## src/rtl/mem_port_arbiter.sv

```systemverilog
// Two-port arbiter in front of a single memory request/ready channel, with a wait timeout.
// ARB_FIXED_PRIO_EN: port 0 always wins contention (default build is round-robin).
module mem_port_arbiter #(
  parameter int ADDR_W  = 16,
  parameter int DATA_W  = 32,
  parameter int TIMEOUT = 255
) (
  input  logic              clk,
  input  logic              rst,
  input  logic              m0_req,
  input  logic              m0_we,
  input  logic [ADDR_W-1:0] m0_addr,
  input  logic [DATA_W-1:0] m0_wdata,
  output logic              m0_ready,
  output logic              m0_hit,
  output logic [DATA_W-1:0] m0_rdata,
  output logic              m0_err,
  input  logic              m1_req,
  input  logic              m1_we,
  input  logic [ADDR_W-1:0] m1_addr,
  input  logic [DATA_W-1:0] m1_wdata,
  output logic              m1_ready,
  output logic              m1_hit,
  output logic [DATA_W-1:0] m1_rdata,
  output logic              m1_err,
  output logic              mem_req,
  output logic              mem_we,
  output logic [ADDR_W-1:0] mem_addr,
  output logic [DATA_W-1:0] mem_wdata,
  input  logic              mem_ready,
  input  logic              mem_hit,
  input  logic [DATA_W-1:0] mem_rdata
);

  // state | meaning
  // IDLE  | waiting for any request, winner latched on exit
  // ISSUE | mem_req pulsed for one cycle
  // WAIT  | counting cycles until mem_ready or timeout
  // RESP  | granted port sees its ready pulse
  typedef enum logic [1:0] {IDLE, ISSUE, WAIT, RESP} state_t;

  localparam logic [15:0] CNT_LAST = 16'(TIMEOUT - 1);

  state_t              state_q, state_d;
  logic                gnt_q, gnt_d;
  logic [15:0]         cnt_q, cnt_d;
  logic                mem_we_q, mem_we_d;
  logic [ADDR_W-1:0]   mem_addr_q, mem_addr_d;
  logic [DATA_W-1:0]   mem_wdata_q, mem_wdata_d;
  logic                m0_hit_q, m0_hit_d, m0_err_q, m0_err_d;
  logic                m1_hit_q, m1_hit_d, m1_err_q, m1_err_d;
  logic [DATA_W-1:0]   m0_rdata_q, m0_rdata_d, m1_rdata_q, m1_rdata_d;
  logic                win;
  logic                cap_en;
  logic                cap_hit, cap_err;
  logic [DATA_W-1:0]   cap_rdata;

`ifdef ARB_FIXED_PRIO_EN
  always_comb win = ~m0_req;
`else
  logic last_q, last_d;

  // The port not granted last wins a tie; a lone requester always wins.
  always_comb win = (m0_req && m1_req) ? ~last_q : m1_req;
  always_comb last_d = cap_en ? gnt_q : last_q;

  always_ff @(posedge clk) begin
    if (rst) last_q <= 1'b1;
    else     last_q <= last_d;
  end
`endif

  always_comb begin
    state_d     = state_q;
    gnt_d       = gnt_q;
    cnt_d       = '0;
    mem_we_d    = mem_we_q;
    mem_addr_d  = mem_addr_q;
    mem_wdata_d = mem_wdata_q;
    cap_en      = 1'b0;
    cap_hit     = 1'b0;
    cap_err     = 1'b0;
    cap_rdata   = '0;
    unique case (state_q)
      IDLE: begin
        if (m0_req || m1_req) begin
          gnt_d       = win;
          mem_we_d    = win ? m1_we    : m0_we;
          mem_addr_d  = win ? m1_addr  : m0_addr;
          mem_wdata_d = win ? m1_wdata : m0_wdata;
          state_d     = ISSUE;
        end
      end
      ISSUE: state_d = WAIT;
      WAIT: begin
        if (mem_ready) begin
          cap_en    = 1'b1;
          cap_hit   = mem_hit;
          cap_rdata = mem_rdata;
          state_d   = RESP;
        end else if (cnt_q == CNT_LAST) begin
          cap_en  = 1'b1;
          cap_err = 1'b1;
          state_d = RESP;
        end else begin
          cnt_d = cnt_q + 16'd1;
        end
      end
      RESP:    state_d = IDLE;
      default: state_d = IDLE;
    endcase
  end

  always_comb begin
    m0_hit_d   = m0_hit_q;
    m0_err_d   = m0_err_q;
    m0_rdata_d = m0_rdata_q;
    m1_hit_d   = m1_hit_q;
    m1_err_d   = m1_err_q;
    m1_rdata_d = m1_rdata_q;
    if (cap_en && !gnt_q) begin
      m0_hit_d   = cap_hit;
      m0_err_d   = cap_err;
      m0_rdata_d = cap_rdata;
    end
    if (cap_en && gnt_q) begin
      m1_hit_d   = cap_hit;
      m1_err_d   = cap_err;
      m1_rdata_d = cap_rdata;
    end
  end

  always_ff @(posedge clk) begin
    if (rst) begin
      state_q     <= IDLE;
      gnt_q       <= 1'b0;
      cnt_q       <= '0;
      mem_we_q    <= 1'b0;
      mem_addr_q  <= '0;
      mem_wdata_q <= '0;
      m0_hit_q    <= 1'b0;
      m0_err_q    <= 1'b0;
      m0_rdata_q  <= '0;
      m1_hit_q    <= 1'b0;
      m1_err_q    <= 1'b0;
      m1_rdata_q  <= '0;
    end else begin
      state_q     <= state_d;
      gnt_q       <= gnt_d;
      cnt_q       <= cnt_d;
      mem_we_q    <= mem_we_d;
      mem_addr_q  <= mem_addr_d;
      mem_wdata_q <= mem_wdata_d;
      m0_hit_q    <= m0_hit_d;
      m0_err_q    <= m0_err_d;
      m0_rdata_q  <= m0_rdata_d;
      m1_hit_q    <= m1_hit_d;
      m1_err_q    <= m1_err_d;
      m1_rdata_q  <= m1_rdata_d;
    end
  end

  assign mem_req   = (state_q == ISSUE);
  assign mem_we    = mem_we_q;
  assign mem_addr  = mem_addr_q;
  assign mem_wdata = mem_wdata_q;
  assign m0_ready  = (state_q == RESP) && !gnt_q;
  assign m1_ready  = (state_q == RESP) && gnt_q;
  assign m0_hit    = m0_hit_q;
  assign m0_err    = m0_err_q;
  assign m0_rdata  = m0_rdata_q;
  assign m1_hit    = m1_hit_q;
  assign m1_err    = m1_err_q;
  assign m1_rdata  = m1_rdata_q;

endmodule

```

## config.mk

```make
export PLATFORM = sky130hd
export DESIGN_NAME = mem_port_arbiter
export DESIGN_NICKNAME = d
export VERILOG_FILES = /design/src/rtl/mem_port_arbiter.sv
export SDC_FILE = /design/constraint.sdc
export NUM_CORES = 1
export LEC_CHECK = 0
export CAP_MARGIN = 40
export CORE_ASPECT_RATIO = 1.5
export CORE_UTILIZATION = 28
export DETAILED_ROUTE_END_ITERATION = 10
export PLACE_DENSITY = 0.59
export SLEW_MARGIN = 20
export SYNTH_ARGS = -nofsm -noshare
export SYNTH_HDL_FRONTEND = slang
export SYNTH_SLANG_ARGS = --single-unit
```

## constraint.sdc

```tcl
create_clock -name clk -period 1.5 [get_ports clk]
set_clock_uncertainty 0.05 [all_clocks]
set_input_delay 0.15 -clock clk [delete_from_list [all_inputs] [get_ports clk]]
set_output_delay 0.15 -clock clk [all_outputs]
set_load 0.01 [all_outputs]
```

# Yosys cells after proc, flatten, opt, wreduce, memory -nomap -nowiden
# Index checks and enable logic that the tools add are counted.
# W data, S select, Z words.
# totals
ff_bits	137
inputBits	136
# classes
addsub	1
n_eq_ne	6
n_mux	17
n_bitwise	2
reduce_logical	11
# ops
operator	n
$mux W32	3
$add A16 B1 Y16 const B	1
$eq A16 B8 Y1 const B	1
$mux W16	1
$mux W1	9
$pmux W2 S4	1
$mux W2	3
$logic_and A1 B1 Y1	5
$eq A2 B2 Y1 const B	2
$reduce_and A2 Y1	2
$reduce_or A4 Y1	1
$ne A3 B3 Y1 const B	1
$eq A2 B1 Y1 const B	1
$logic_not A2 Y1	1
$ne A2 B2 Y1 const B	1
$not A1 Y1	2
$logic_not A1 Y1	1
$logic_or A1 B1 Y1	1

# Logic depth before layout (Yosys ltp)
# Gate-level depths: netlist (run 1).
# logic_depth
ltp_word	5
ltp_mapped	8
ltp_nobuf	6

# Least setup slack after synthesis (run 1)
# Ideal clock, no wire load.
# synth_timing
kind	reg2reg
startpoint	register state_q[0]
endpoint	register m1_rdata_q[1] (netlist: m1_rdata[1])
setup_time_ns	0.132
arrival_time_ns	1.464
required_ns	1.318
slack_ns	-0.146
stages_incl_launch_ff	9
path_buffers	3
period_less_slack_ns	1.646
cell_sequence	dfxtp_1 -> inv_1 -> ha_1 -> buf_2 -> and3_1 -> buf_2 -> clkbuf_1 -> a22oi_1 -> a21oi_1
# synth_via
elab_chain_cells	3
word_cells_on_any_way	4
cone_classes	eq/ne: 1; mux: 2; reduce/logical: 1
# synth_rtl
element	line_no	text
start: declaration	44	state_t state_q, state_d;
start signal: assignment	148	state_q <= state_d;
$eq A2 B2 Y1 (*)	84	unique case (state_q)
$mux W1	84	
$logic_and A1 B1 Y1	126	if (cap_en && gnt_q) begin
end signal: assignment	159	m1_rdata_q <= m1_rdata_d;
end: declaration	52	logic [DATA_W-1:0] m0_rdata_q, m0_rdata_d, m1_rdata_q, m1_rdata_d;
# Mark *: on every way between the ends. The rest lies on a longest branch, timed or not.
# A chain may end at the register's enable or synchronous reset.

# Final worst setup path (run 1)
# layout_timing
startpoint	register cnt_q[0]
endpoint	register m1_rdata_q[27] (netlist: m1_rdata[27])
# layout_via
elab_chain_cells	5
# layout_rtl
element	line_no	text
start: declaration	46	logic [15:0] cnt_q, cnt_d;
start signal: assignment	150	cnt_q <= cnt_d;
$eq A16 B8 Y1	101	end else if (cnt_q == CNT_LAST) begin
$mux W1	101	
$mux W1	96	if (mem_ready) begin
$mux W1	84	
$logic_and A1 B1 Y1	126	
# Every way passes these cells.

==> results of run 1 <==
[layout by cell type (no fill, tap or decap), types with 3 or more instances in the layout]
cell	synthesis	final
dfxtp_1	137	133
clkdlybuf4s50_1	0	133
dlygate4sd2_1	0	117
nor2_1	72	71
nor2b_1	69	67
a21oi_1	71	67
a22oi_1	64	64
mux2i_1	51	51
o21ai_2	0	44
buf_4	7	35
a211oi_1	50	29
clkbuf_16	0	23
o21ai_1	0	22
a211oi_2	0	21
buf_12	0	18
xor2_1	10	10
buf_6	2	10
nand2_1	8	8
nand4_1	7	7
nand3_1	6	6
clkinv_2	0	6
buf_16	0	5
ha_4	0	4
clkbuf_1	51	4
and2_1	4	3
a21oi_2	0	3
o21ai_0	69	3
or3_1	4	3
o21a_1	4	3
dfxtp_2	0	3
[what timing repair did]
item,4_1_cts,5_1_grt
resized for setup,245,53
hold buffers,1,0
cloned,5,8
buffers inserted,3,4
hold endpoints to repair,11,0
pin swaps,4,5
endpoints found under the setup margin,228,135
[worst max-delay path, delay by kind of cell (launching register included)]
kind | cells | cell delay, ns
buf+inv | 3 | 0.39
flops | 1 | 0.32
simple gates | 2 | 0.39
fa+ha+maj | 1 | 0.15
compound gates | 2 | 0.21
[per-layer routing]
layer / track usage [%] / share of wire (%) / wire, um
met1: 20.48 / 40 / 8802
met2: 32.83 / 52 / 11440
met3: 4.634 / 6.0 / 1324
met4: 7.880 / 2.4 / 536
met5: 0 / 0 / 0
[synthesized netlist by cell type, types with 8 or more instances]
cell type,instances,share of area (%)
mux2i_1,51,8.0
nor2_1,72,4.2
o21ai_0,69,5.4
dfxtp_1,137,43
nor2b_1,69,6.8
a21oi_1,71,5.6
xor2_1,10,1.4
a211oi_1,50,5.9
clkbuf_1,51,3.0
nand2_1,8,0.47
a22oi_1,64,7.5
buf_2,10,0.78
[state kept, by name (all words and copies together) (netlist names), 2 cells and up]
name	count
m0_rdata	32
cnt_q	16
mem_addr	16
mem_wdata	32
state_q	2
m1_rdata	32
[worst max path at each step]
stage                     cells past startpoint               startpoint                   endpoint  slack (ns)
after detailed placement                      7      cnt_q[0]$_SDFF_PP0_  m1_rdata[28]$_SDFFE_PP0P_       -0.19
after global placement                        5                   m0_req   mem_addr[1]$_SDFFE_PP0P_       -0.15
after global routing                          8      cnt_q[0]$_SDFF_PP0_  m1_rdata[14]$_SDFFE_PP0P_       -0.23
after CTS                                     4  state_q[1]$_SDFFE_PP0P_                    mem_req       -0.18
after floorplan                               7      cnt_q[0]$_SDFF_PP0_        last_q$_SDFFE_PP1P_       -0.02
final                                         8      cnt_q[0]$_SDFF_PP0_  m1_rdata[27]$_SDFFE_PP0P_       -0.15
[per-stage QoR]
stage | hold WS (ns) | total power [mW] | util, % | worst slack, ns | instance area, um2
floorplan | 0.2841 | 7.044 | - | -0.02075 | 6476
global placement | 0.4061 | 9.515 | 42.76 | -0.1534 | 9570
detailed placement | 0.4100 | 9.550 | 42.76 | -0.1868 | 9570
CTS | 0.2275 | 13.32 | 46.28 | -0.1797 | 10360
global route | 0.2712 | 14.89 | 48.23 | -0.2302 | 10790
finish | 0.2652 | 14.09 | 48.23 | -0.1461 | 10790
[where the power goes]
group	internal (mW)	switching (mW)	leakage, nW
logic	2.85	2.66	2.92
clock network	2.29	1.59	0.263
registers	4.32	0.384	1.12
[final cells by class]
| cell class | instances | share of cell area, % |
|---|---|---|
| multi-input cells | 512 | 34.48 |
| well taps | 276 | 3.199 |
| repair buffers | 328 | 31.73 |
| inverters | 5 | 0.1971 |
| flip-flops and latches | 137 | 25.48 |
| clock inverters | 9 | 0.7071 |
| clock buffers | 22 | 4.208 |
[cells by family after synthesis]
group           Yosys count  synth area share [%]
flops                   137                 42.96
fa+ha+maj                 7                 1.372
simple gates            179                 14.84
buf+inv                  78                 5.449
compound gates          263                 25.87
mux                      51                 7.997
xor+xnor                 11                 1.509
==> load_flow_metrics.sql, run 1 <==
INSERT INTO impl_metrics (metric_group, metric, value, unit) VALUES
('run_status', 'run_status', 'complete, but fails checks', ''),
('run_status', 'violations_in_the_final_reports', 'design-rule violations, negative setup slack', ''),
('pwr', 'power.leakage', '4.308', 'nW'),
('worst_hold_path', 'worst_hold_startpoint', 'mem_ready', ''),
('cts', 'clock-root-buffer', 'clkbuf_16', ''),
('sta', 'slew_viol_final', '0', ''),
('placement', 'detailed_place_hpwl', '13660', 'um'),
('finish', 'diodes', '0', ''),
('synth', 'synth-warning-count', '0', ''),
('floorplan', 'placement_rows', '67', ''),
('cts', 'cts_tree', 'yes', ''),
('synth', 'yosys.cell_types.count', '35', ''),
('setup_path', 'crit_fanout', '19', ''),
('synth', 'count_of_flip_flops_with_a_built_in_enable_after_synthesis', '0', ''),
('global_routing', 'pin_count_of_the_biggest_net_entering_global_routing', '69', ''),
('sta', 'timing.final.crit_share', '109.7', '%'),
('setup_path', 'r2r.worst_path.cells', '8', ''),
('detailed_routing', 'totalWireLength', '22110', 'um'),
('sta', 'rsz_0062_raised_after_global_routing', 'true', ''),
('global_routing', 'grt_pass1_wl', '33800', 'um'),
('synth', 'syn-instance-count', '726', ''),
('cts', 'tritoncts_num_sinks', '137', ''),
('finish', 'fillCellCount', '2148', ''),
('global_routing', 'track_usage', '18.37', '%'),
('pwr', 'cellPowerDensity', '1305', 'mW/mm2'),
('sta', 'final.setup.tns', '-10.61', 'ns'),
('global_routing', 'globalRouteOverflowTotal', '0', ''),
('placement', 'port_buffers', '255', ''),
('sta', 'slew_headroom', '69.02', '%'),
('finish', 'layout-area-overhead-vs-synth', '69.09', '%'),
('floorplan', 'floorplan.io_pins', '256', ''),
('cts', 'number_of_buffers_created_by_cts', '17', ''),
('placement', 'routabilityCongestion', '0.7607', ''),
('floorplan', 'initial_core_util', '28.52', '%'),
('floorplan', 'floorplan.core_area', '0.02238', 'mm2'),
('setup_path', 'crit_path_cell_trace', 'inv_2 -> ha_2 -> nor4b_4 -> nand4_4 -> buf_8 -> buf_12 -> o21ai_1 -> a21oi_1', ''),
('job', 'drv.max_cap_violation_count', '0', ''),
('setup_path', 'critical_path.endpoint_type', 'flop', ''),
('setup_path', 'reg2reg_setup_slack', '-0.15', 'ns'),
('finish', 'area.sequential', '0.002750', 'mm2'),
('detailed_routing', 'drt_pre_antenna_iters', '8', ''),
('floorplan', 'dieArea', '0.02342', 'mm2'),
('synth', 'synth.cell_area', '0.006384', 'mm2'),
('cts', 'cts-htree-levels', '4', ''),
('finish', 'multiInputGateArea', '0.003722', 'mm2'),
('finish', 'final_cells', '1289', ''),
('setup_path', 'timing.critical_path.slowest_stage_cell', 'dfxtp_2', ''),
('synth', 'syn_avg_cell_area', '8.793', 'um2'),
('placement', 'placedCellCount', '1237', ''),
('sta', 'achievable-frequency', '607.5', 'MHz'),
('detailed_routing', 'first_iter_violations', '365', ''),
('synth', 'synthesis.nets', '869', ''),
('setup_path', 'r2r_end', 'm1_rdata[27]$_SDFFE_PP0P_', ''),
('sta', 'setup_viol', '88', ''),
('finish', 'drive_gt1_share', '19.74', '%'),
('floorplan', 'die_h', '186.9', 'um'),
('sta', 'layout_setup_ws', '-0.1461', 'ns'),
('detailed_routing', 'total_drc_errors_in_the_routed_layout', '12', ''),
('global_routing', 'grt_pass1_vias', '6349', ''),
('setup_path', 'cp.required', '1.75', 'ns'),
('worst_hold_path', 'min_delay_worst_endpoint', 'cnt_q[0]$_SDFF_PP0_', ''),
('detailed_routing', 'routed-via-count', '6483', ''),
('detailed_routing', 'antenna_left', '0', ''),
('sta', 'worst_pin_slew', '0.4647', 'ns'),
('pwr', 'worst_ir_drop_vdd', '0.0008498', 'V'),
('sta', 'final.min_clock_period', '1.646', 'ns'),
('setup_path', 'criticalPathCategory', 'flop to flop', ''),
('setup_path', 'setup.worst_path.start_class', 'flop', ''),
('global_routing', 'antenna_found_initial', '0', ''),
('synth', 'synth_seq_area_share', '42.96', '%'),
('floorplan', 'die_width', '125.3', 'um');
(Power assumes the default switching activity.)
==> run 2, diff against run 1 <==
Settings changed: REMOVE_ABC_BUFFERS set to 1.
==> load_flow_metrics.sql, run 2 (synthesis results as in run 1) <==
INSERT INTO impl_metrics (metric_group, metric, value, unit) VALUES
('run_status', 'violations_in_the_final_reports', 'design-rule violations, negative setup slack', ''),
('detailed_routing', 'detail_route.wl_per_cell', '16.70', 'um'),
('cts', 'cts_tree', 'yes', ''),
('floorplan', 'floorplan.io_pins', '256', ''),
('job', 'drv.max_cap_violation_count', '0', ''),
('sta', 'setup_viol', '69', ''),
('global_routing', 'pin_count_of_the_biggest_net_entering_global_routing', '69', ''),
('detailed_routing', 'first_iter_violations', '264', ''),
('placement', 'dpl_cell_area', '0.009691', 'mm2'),
('detailed_routing', 'drt-vias-per-instance', '4.983', ''),
('finish', 'diodes', '0', ''),
('floorplan', 'die_h', '186.9', 'um'),
('detailed_routing', 'drt_pre_antenna_iters', '8', ''),
('global_routing', 'grt_pass1_wl', '33200', 'um'),
('setup_path', 'criticalPathCategory', 'flop to flop', ''),
('pwr', 'worst_ir_drop_vdd', '0.0007962', 'V'),
('cts', 'number_of_buffers_created_by_cts', '17', ''),
('finish', 'multiInputGateArea', '0.003605', 'mm2'),
('sta', 'slew_viol_final', '0', ''),
('global_routing', 'track_usage', '17.94', '%'),
('pwr', 'power.leakage', '4.341', 'nW'),
('setup_path', 'crit_fanout', '16', ''),
('detailed_routing', 'totalWireLength', '21730', 'um'),
('pwr', 'cellPowerDensity', '1368', 'mW/mm2'),
('setup_path', 'cp.arrival', '1.89', 'ns'),
('placement', 'detailed_place_hpwl', '14020', 'um'),
('detailed_routing', 'antenna_left', '0', ''),
('placement', 'routabilityCongestion', '0.7348', ''),
('floorplan', 'die_width', '125.3', 'um'),
('sta', 'rsz_0062_raised_after_global_routing', 'true', ''),
('finish', 'drive_gt1_share', '17.17', '%'),
('finish', 'layout-area-overhead-vs-synth', '67.93', '%'),
('setup_path', 'timing.critical_path.slowest_stage_cell', 'dfxtp_2', ''),
('global_routing', 'antenna_found_initial', '0', ''),
('setup_path', 'critPathBufInv', '3', ''),
('worst_hold_path', 'timing.hold.worst.class', 'input pin to flop', ''),
('cts', 'max-clock-path-buffers', '2', ''),
('setup_path', 'path_delay_family', 'buffers and inverters', ''),
('detailed_routing', 'routed-via-count', '6483', ''),
('detailed_routing', 'total_drc_errors_in_the_routed_layout', '15', ''),
('setup_path', 'crit_path_cell_trace', 'inv_2 -> ha_4 -> nor4b_4 -> nand4_4 -> buf_12 -> o211ai_4 -> buf_12 -> a21oi_1', ''),
('finish', 'fillCellCount', '2146', ''),
('cts', 'clkLatencyLatePin', '0.42', 'ns'),
('setup_path', 'path_common_cell', 'buf_12', ''),
('finish', 'mostFrequentLayoutCell', 'dfxtp_1', ''),
('cts', 'clock-root-buffer', 'clkbuf_16', ''),
('floorplan', 'placement_rows', '67', ''),
('finish', 'layout.nets', '1156', ''),
('cts', 'tritoncts_num_sinks', '137', ''),
('floorplan', 'initial_core_util', '28.52', '%'),
('floorplan', 'floorplan.core_area', '0.02238', 'mm2'),
('sta', 'slew_headroom', '68.06', '%'),
('sta', 'layout_setup_ws', '-0.1387', 'ns'),
('cts', 'cts-htree-levels', '4', ''),
('cts', 'clk_pin_slew', '0.06', 'ns'),
('placement', 'dp_worst_setup_slack', '-0.2204', 'ns'),
('sta', 'timing.final.crit_share', '109.2', '%'),
('setup_path', 'setup.worst_path.start_class', 'flop', ''),
('finish', 'top_library_cells_by_usage_in_the_layout_fill_and_taps_aside', 'dfxtp_1 (133), clkdlybuf4s50_1 (132), dlygate4sd2_1 (117)', ''),
('setup_path', 'cp.required', '1.76', 'ns'),
('finish', 'final_core_utilization', '47.90', '%'),
('global_routing', 'grt_pass1_vias', '6111', ''),
('sta', 'achievable-frequency', '610.2', 'MHz'),
('placement', 'port_buffers', '255', ''),
('sta', 'final.min_clock_period', '1.639', 'ns'),
('setup_path', 'critical_path.max_stage_delay', '0.32', 'ns'),
('global_routing', 'globalRouteOverflowTotal', '0', ''),
('run_status', 'run_status', 'complete, but fails checks', ''),
('finish', 'area.sequential', '0.002750', 'mm2'),
('setup_path', 'critical_path.endpoint_type', 'flop', ''),
('sta', 'worst_pin_slew', '0.4790', 'ns'),
('finish', 'final_cell_area', '0.01072', 'mm2'),
('sta', 'final_hold_viol_count', '0', ''),
('floorplan', 'dieArea', '0.02342', 'mm2');
run 2: worst paths after layout:
check                       from                 endpoint  slack, ns  cells after the start
max          cnt_q[0]$_SDFF_PP0_     cnt_q[13]$_SDFF_PP0_      -0.14                      8
min                          rst  state_q[1]$_SDFFE_PP0P_       0.04                      4
max reg2reg  cnt_q[0]$_SDFF_PP0_     cnt_q[13]$_SDFF_PP0_      -0.14                      8
min reg2reg  m0_err$_SDFFE_PP0P_      m0_err$_SDFFE_PP0P_       0.40                      1
run 2: repair_timing:
item | CTS | global route
hold buffers | 0 | 0
pin swaps | 2 | 26
resized for setup | 205 | 71
cloned | 2 | 8
endpoints found under the setup margin | 253 | 136
setup buffers | 2 | 6
run 2: worst register-to-register path: cells and delay by family, from the launching register on:
family          cells  cell delay (ns)
compound gates      2             0.25
fa+ha+maj           1             0.12
buf+inv             3             0.41
flops               1             0.32
simple gates        2             0.38
run 2: final cells by class:
class                   instances  area share, %
multi-input cells             514          33.63
well taps                     276          3.221
clock inverters                10          1.552
inverters                       5         0.1984
flip-flops and latches        137          25.65
repair buffers                338          31.36
clock buffers                  21          4.388
run 2: power by group:
| part | total, mW | leakage (nW) | internal [mW] | switching [mW] |
|---|---|---|---|---|
| Sequential | 4.72 | 1.12 | 4.32 | 0.401 |
| Clock | 4.55 | 0.306 | 2.92 | 1.64 |
| Combinational | 5.40 | 2.92 | 2.83 | 2.57 |
run 2: layer usage:
metal / share of wire, % / global-route usage (%) / wire (um) / up-vias
met4: 2.8 / 7.880 / 603 / 0
met2: 51 / 30.64 / 11000 / 242
met5: 0 / 0 / 0 / -
met1: 39 / 20.19 / 8420 / 3019
li1: - / - / - / 3191
met3: 7.9 / 6.007 / 1706 / 31
run 2: stage by stage:
stage,std cells,TNS [ns],hold WS (ns),total power [mW]
6_report,1301,-3.714,0.04453,14.67
5_1_grt,1301,-12.08,0.06838,15.50
4_1_cts,1287,-5.515,0.02386,13.99
3_5_place_dp,1252,-19.85,0.4041,9.612
3_3_place_gp,1252,-18.95,0.3993,9.591
2_1_floorplan,653,-284.12,0.1691,6.715
==> run 3, diff against run 2 <==
Settings changed: CORE_UTILIZATION 28 to 40, PLACE_DENSITY 0.59 to 0.79.
==> load_flow_metrics.sql, run 3 (synthesis results as in run 1) <==
INSERT INTO impl_metrics (metric_group, metric, value, unit) VALUES
('finish', 'layout-area-overhead-vs-synth', '69.83', '%'),
('worst_hold_path', 'worstHoldPathCells', '4', ''),
('placement', 'detailed_place_hpwl', '13250', 'um'),
('setup_path', 'critical_path.max_stage_delay', '0.32', 'ns'),
('setup_path', 'timing.critical_path.slowest_stage_cell', 'dfxtp_2', ''),
('sta', 'rsz_0062_raised_after_global_routing', 'true', ''),
('global_routing', 'pin_count_of_the_biggest_net_entering_global_routing', '69', ''),
('detailed_routing', 'drt_pre_antenna_iters', '5', ''),
('floorplan', 'placement_rows', '56', ''),
('floorplan', 'initial_core_util', '40.86', '%'),
('sta', 'final.min_clock_period', '1.699', 'ns'),
('setup_path', 'setup.worst_path.start_class', 'flop', ''),
('pwr', 'worst_ir_drop_vdd', '0.0008220', 'V'),
('sta', 'layout_setup_ws', '-0.1993', 'ns'),
('floorplan', 'die_h', '156.7', 'um'),
('finish', 'layout.nets', '1154', ''),
('sta', 'setup_viol', '96', ''),
('setup_path', 'path_delay_family', 'buffers and inverters', ''),
('sta', 'slew_headroom', '74.36', '%'),
('setup_path', 'crit_fanout', '28', ''),
('setup_path', 'reg2reg_setup_slack', '-0.20', 'ns'),
('setup_path', 'r2r_end', 'm0_rdata[16]$_SDFFE_PP0P_', ''),
('pwr', 'cellPowerDensity', '1383', 'mW/mm2'),
('pwr', 'total_power', '14.99', 'mW'),
('cts', 'clock-root-buffer', 'clkbuf_16', ''),
('detailed_routing', 'routed-via-count', '6590', ''),
('placement', 'routabilityCongestion', '0.7758', ''),
('worst_hold_path', 'min_delay_worst_endpoint', 'state_q[1]$_SDFFE_PP0P_', ''),
('finish', 'top_library_cells_by_usage_in_the_layout_fill_and_taps_aside', 'dfxtp_1 (134), clkdlybuf4s50_1 (132), nor2_1 (70)', ''),
('setup_path', 'crit_path_cell_trace', 'inv_2 -> ha_2 -> nor4b_4 -> nand4_4 -> buf_4 -> buf_12 -> o21ai_1 -> a21oi_1', ''),
('cts', 'number_of_buffers_created_by_cts', '17', ''),
('global_routing', 'antenna_found_initial', '0', ''),
('setup_path', 'cp.arrival', '1.93', 'ns'),
('worst_hold_path', 'worst_hold_startpoint', 'rst', ''),
('pwr', 'power.leakage', '5.102', 'nW'),
('run_status', 'violations_in_the_final_reports', 'negative setup slack', ''),
('cts', 'cts_hold_repair.buffers', '0', ''),
('detailed_routing', 'detail_route.wl_per_cell', '17.23', 'um'),
('job', 'drv.max_cap_violation_count', '0', ''),
('sta', 'worst_pin_slew', '0.3840', 'ns'),
('run_status', 'run_status', 'complete, but fails checks', ''),
('floorplan', 'floorplan.io_pins', '256', ''),
('placement', 'port_buffers', '255', ''),
('placement', 'dpl_cell_area', '0.009557', 'mm2'),
('setup_path', 'r2r.worst_path.cells', '8', ''),
('global_routing', 'track_usage', '23.94', '%'),
('global_routing', 'grt_pass1_vias', '6339', ''),
('cts', 'cts-htree-levels', '4', ''),
('detailed_routing', 'antenna_left', '0', ''),
('sta', 'timing.final.crit_share', '113.3', '%'),
('finish', 'final_cell_area', '0.01084', 'mm2'),
('finish', 'diodes', '0', ''),
('cts', 'tritoncts_num_sinks', '137', ''),
('setup_path', 'r2r_start', 'cnt_q[0]$_SDFF_PP0_', ''),
('global_routing', 'grt_pass1_wl', '31290', 'um'),
('floorplan', 'die_width', '105.1', 'um'),
('setup_path', 'critPathBufInv', '3', ''),
('global_routing', 'globalRouteOverflowTotal', '0', ''),
('detailed_routing', 'drt-vias-per-instance', '5.375', ''),
('sta', 'final_hold_viol_count', '0', ''),
('floorplan', 'floorplan.core_area', '0.01563', 'mm2'),
('sta', 'achievable-frequency', '588.5', 'MHz'),
('cts', 'clk_pin_slew', '0.06', 'ns'),
('finish', 'mostFrequentLayoutCell', 'dfxtp_1', ''),
('worst_hold_path', 'timing.hold.worst.class', 'input pin to flop', ''),
('detailed_routing', 'totalWireLength', '21120', 'um'),
('floorplan', 'dieArea', '0.01648', 'mm2'),
('cts', 'clkLatencyLatePin', '0.41', 'ns'),
('detailed_routing', 'first_iter_violations', '373', ''),
('setup_path', 'cp-startpoint', 'cnt_q[0]$_SDFF_PP0_', ''),
('cts', 'max-clock-path-buffers', '2', ''),
('detailed_routing', 'total_drc_errors_in_the_routed_layout', '0', ''),
('cts', 'cts_tree', 'yes', ''),
('setup_path', 'cp.required', '1.73', 'ns'),
('finish', 'drive_gt1_share', '16.13', '%'),
('setup_path', 'criticalPathCategory', 'flop to flop', ''),
('setup_path', 'critical_path.endpoint_type', 'flop', ''),
('sta', 'slew_viol_final', '0', '');
[run 3: cell types whose count changed in the layout (fill, tap and decap cells not counted), moves of 3 or more]
cell | before | now
dlygate4sd2_1 | 117 | 56
dlymetal6s2s_1 | 1 | 62
o21ai_2 | 13 | 9
a211oi_2 | 12 | 9
clkbuf_8 | 3 | 0
buf_12 | 18 | 21
buf_4 | 50 | 43
o21ai_1 | 51 | 56
a211oi_1 | 38 | 41
[run 3: final cells by class]
type | instances | area, um2
multi-input cells | 513 | 3515
clock inverters | 14 | 219.0
repair buffers | 337 | 3654
flip-flops and latches | 137 | 2751
fillers | 1186 | 4783
well taps | 203 | 254.0
inverters | 5 | 23.77
clock buffers | 17 | 425.4
[run 3: worst max-delay path by stage]
stage | end | slack (ns) | cells after the start
finish | m0_rdata[16]$_SDFFE_PP0P_ | -0.20 | 8
global route | m0_rdata[6]$_SDFFE_PP0P_ | -0.26 | 8
CTS | last_q$_SDFFE_PP1P_ | -0.18 | 7
detailed placement | mem_wdata[9]$_SDFFE_PP0P_ | -0.21 | 6
global placement | mem_addr[13]$_SDFFE_PP0P_ | -0.17 | 6
floorplan | mem_addr[0]$_SDFFE_PP0P_ | -4.75 | 3
[run 3: timing repair]
item | 4_1_cts | 5_1_grt
gates resized for setup | 161 | 108
endpoints found under the setup margin | 253 | 201
gates cloned | 3 | 9
setup buffers | 2 | 6
pin swaps | 0 | 21
[run 3: metal layers]
metal	part of all wire (%)	track usage [%]	vias to the layer above	routed length, um
met1	39	26.70	3085	8140
met2	53	44.09	280	11260
met4	2.3	8.719	0	485
met5	0	0	-	0
met3	5.8	5.539	34	1230
li1	-	-	3191	-
[run 3: stage by stage]
stage	utilization (%)	setup WS [ns]	instances	setup TNS, ns	hold slack, ns
finish	69.39	-0.1993	1226	-11.67	0.08717
global route	69.39	-0.2595	1226	-18.69	0.09394
CTS	66.03	-0.1819	1211	-8.073	0.05010
detailed placement	61.16	-0.2057	1175	-18.50	0.4074
global placement	61.16	-0.1685	1175	-13.31	0.4050
floorplan	-	-4.752	653	-284.12	0.1691
[run 3: worst min-delay path: stages]
cell	delay, ns
buf_4	0.11
inv_1	0.10
nand2_1	0.08
mux2i_1	0.06
[run 3: report_power, final]
part           internal [mW]  switching (mW)  total, mW
registers               4.32           0.420       4.74
clock network           2.96            1.66       4.62
logic                   3.06            2.57       5.63
total                   10.3            4.65       15.0
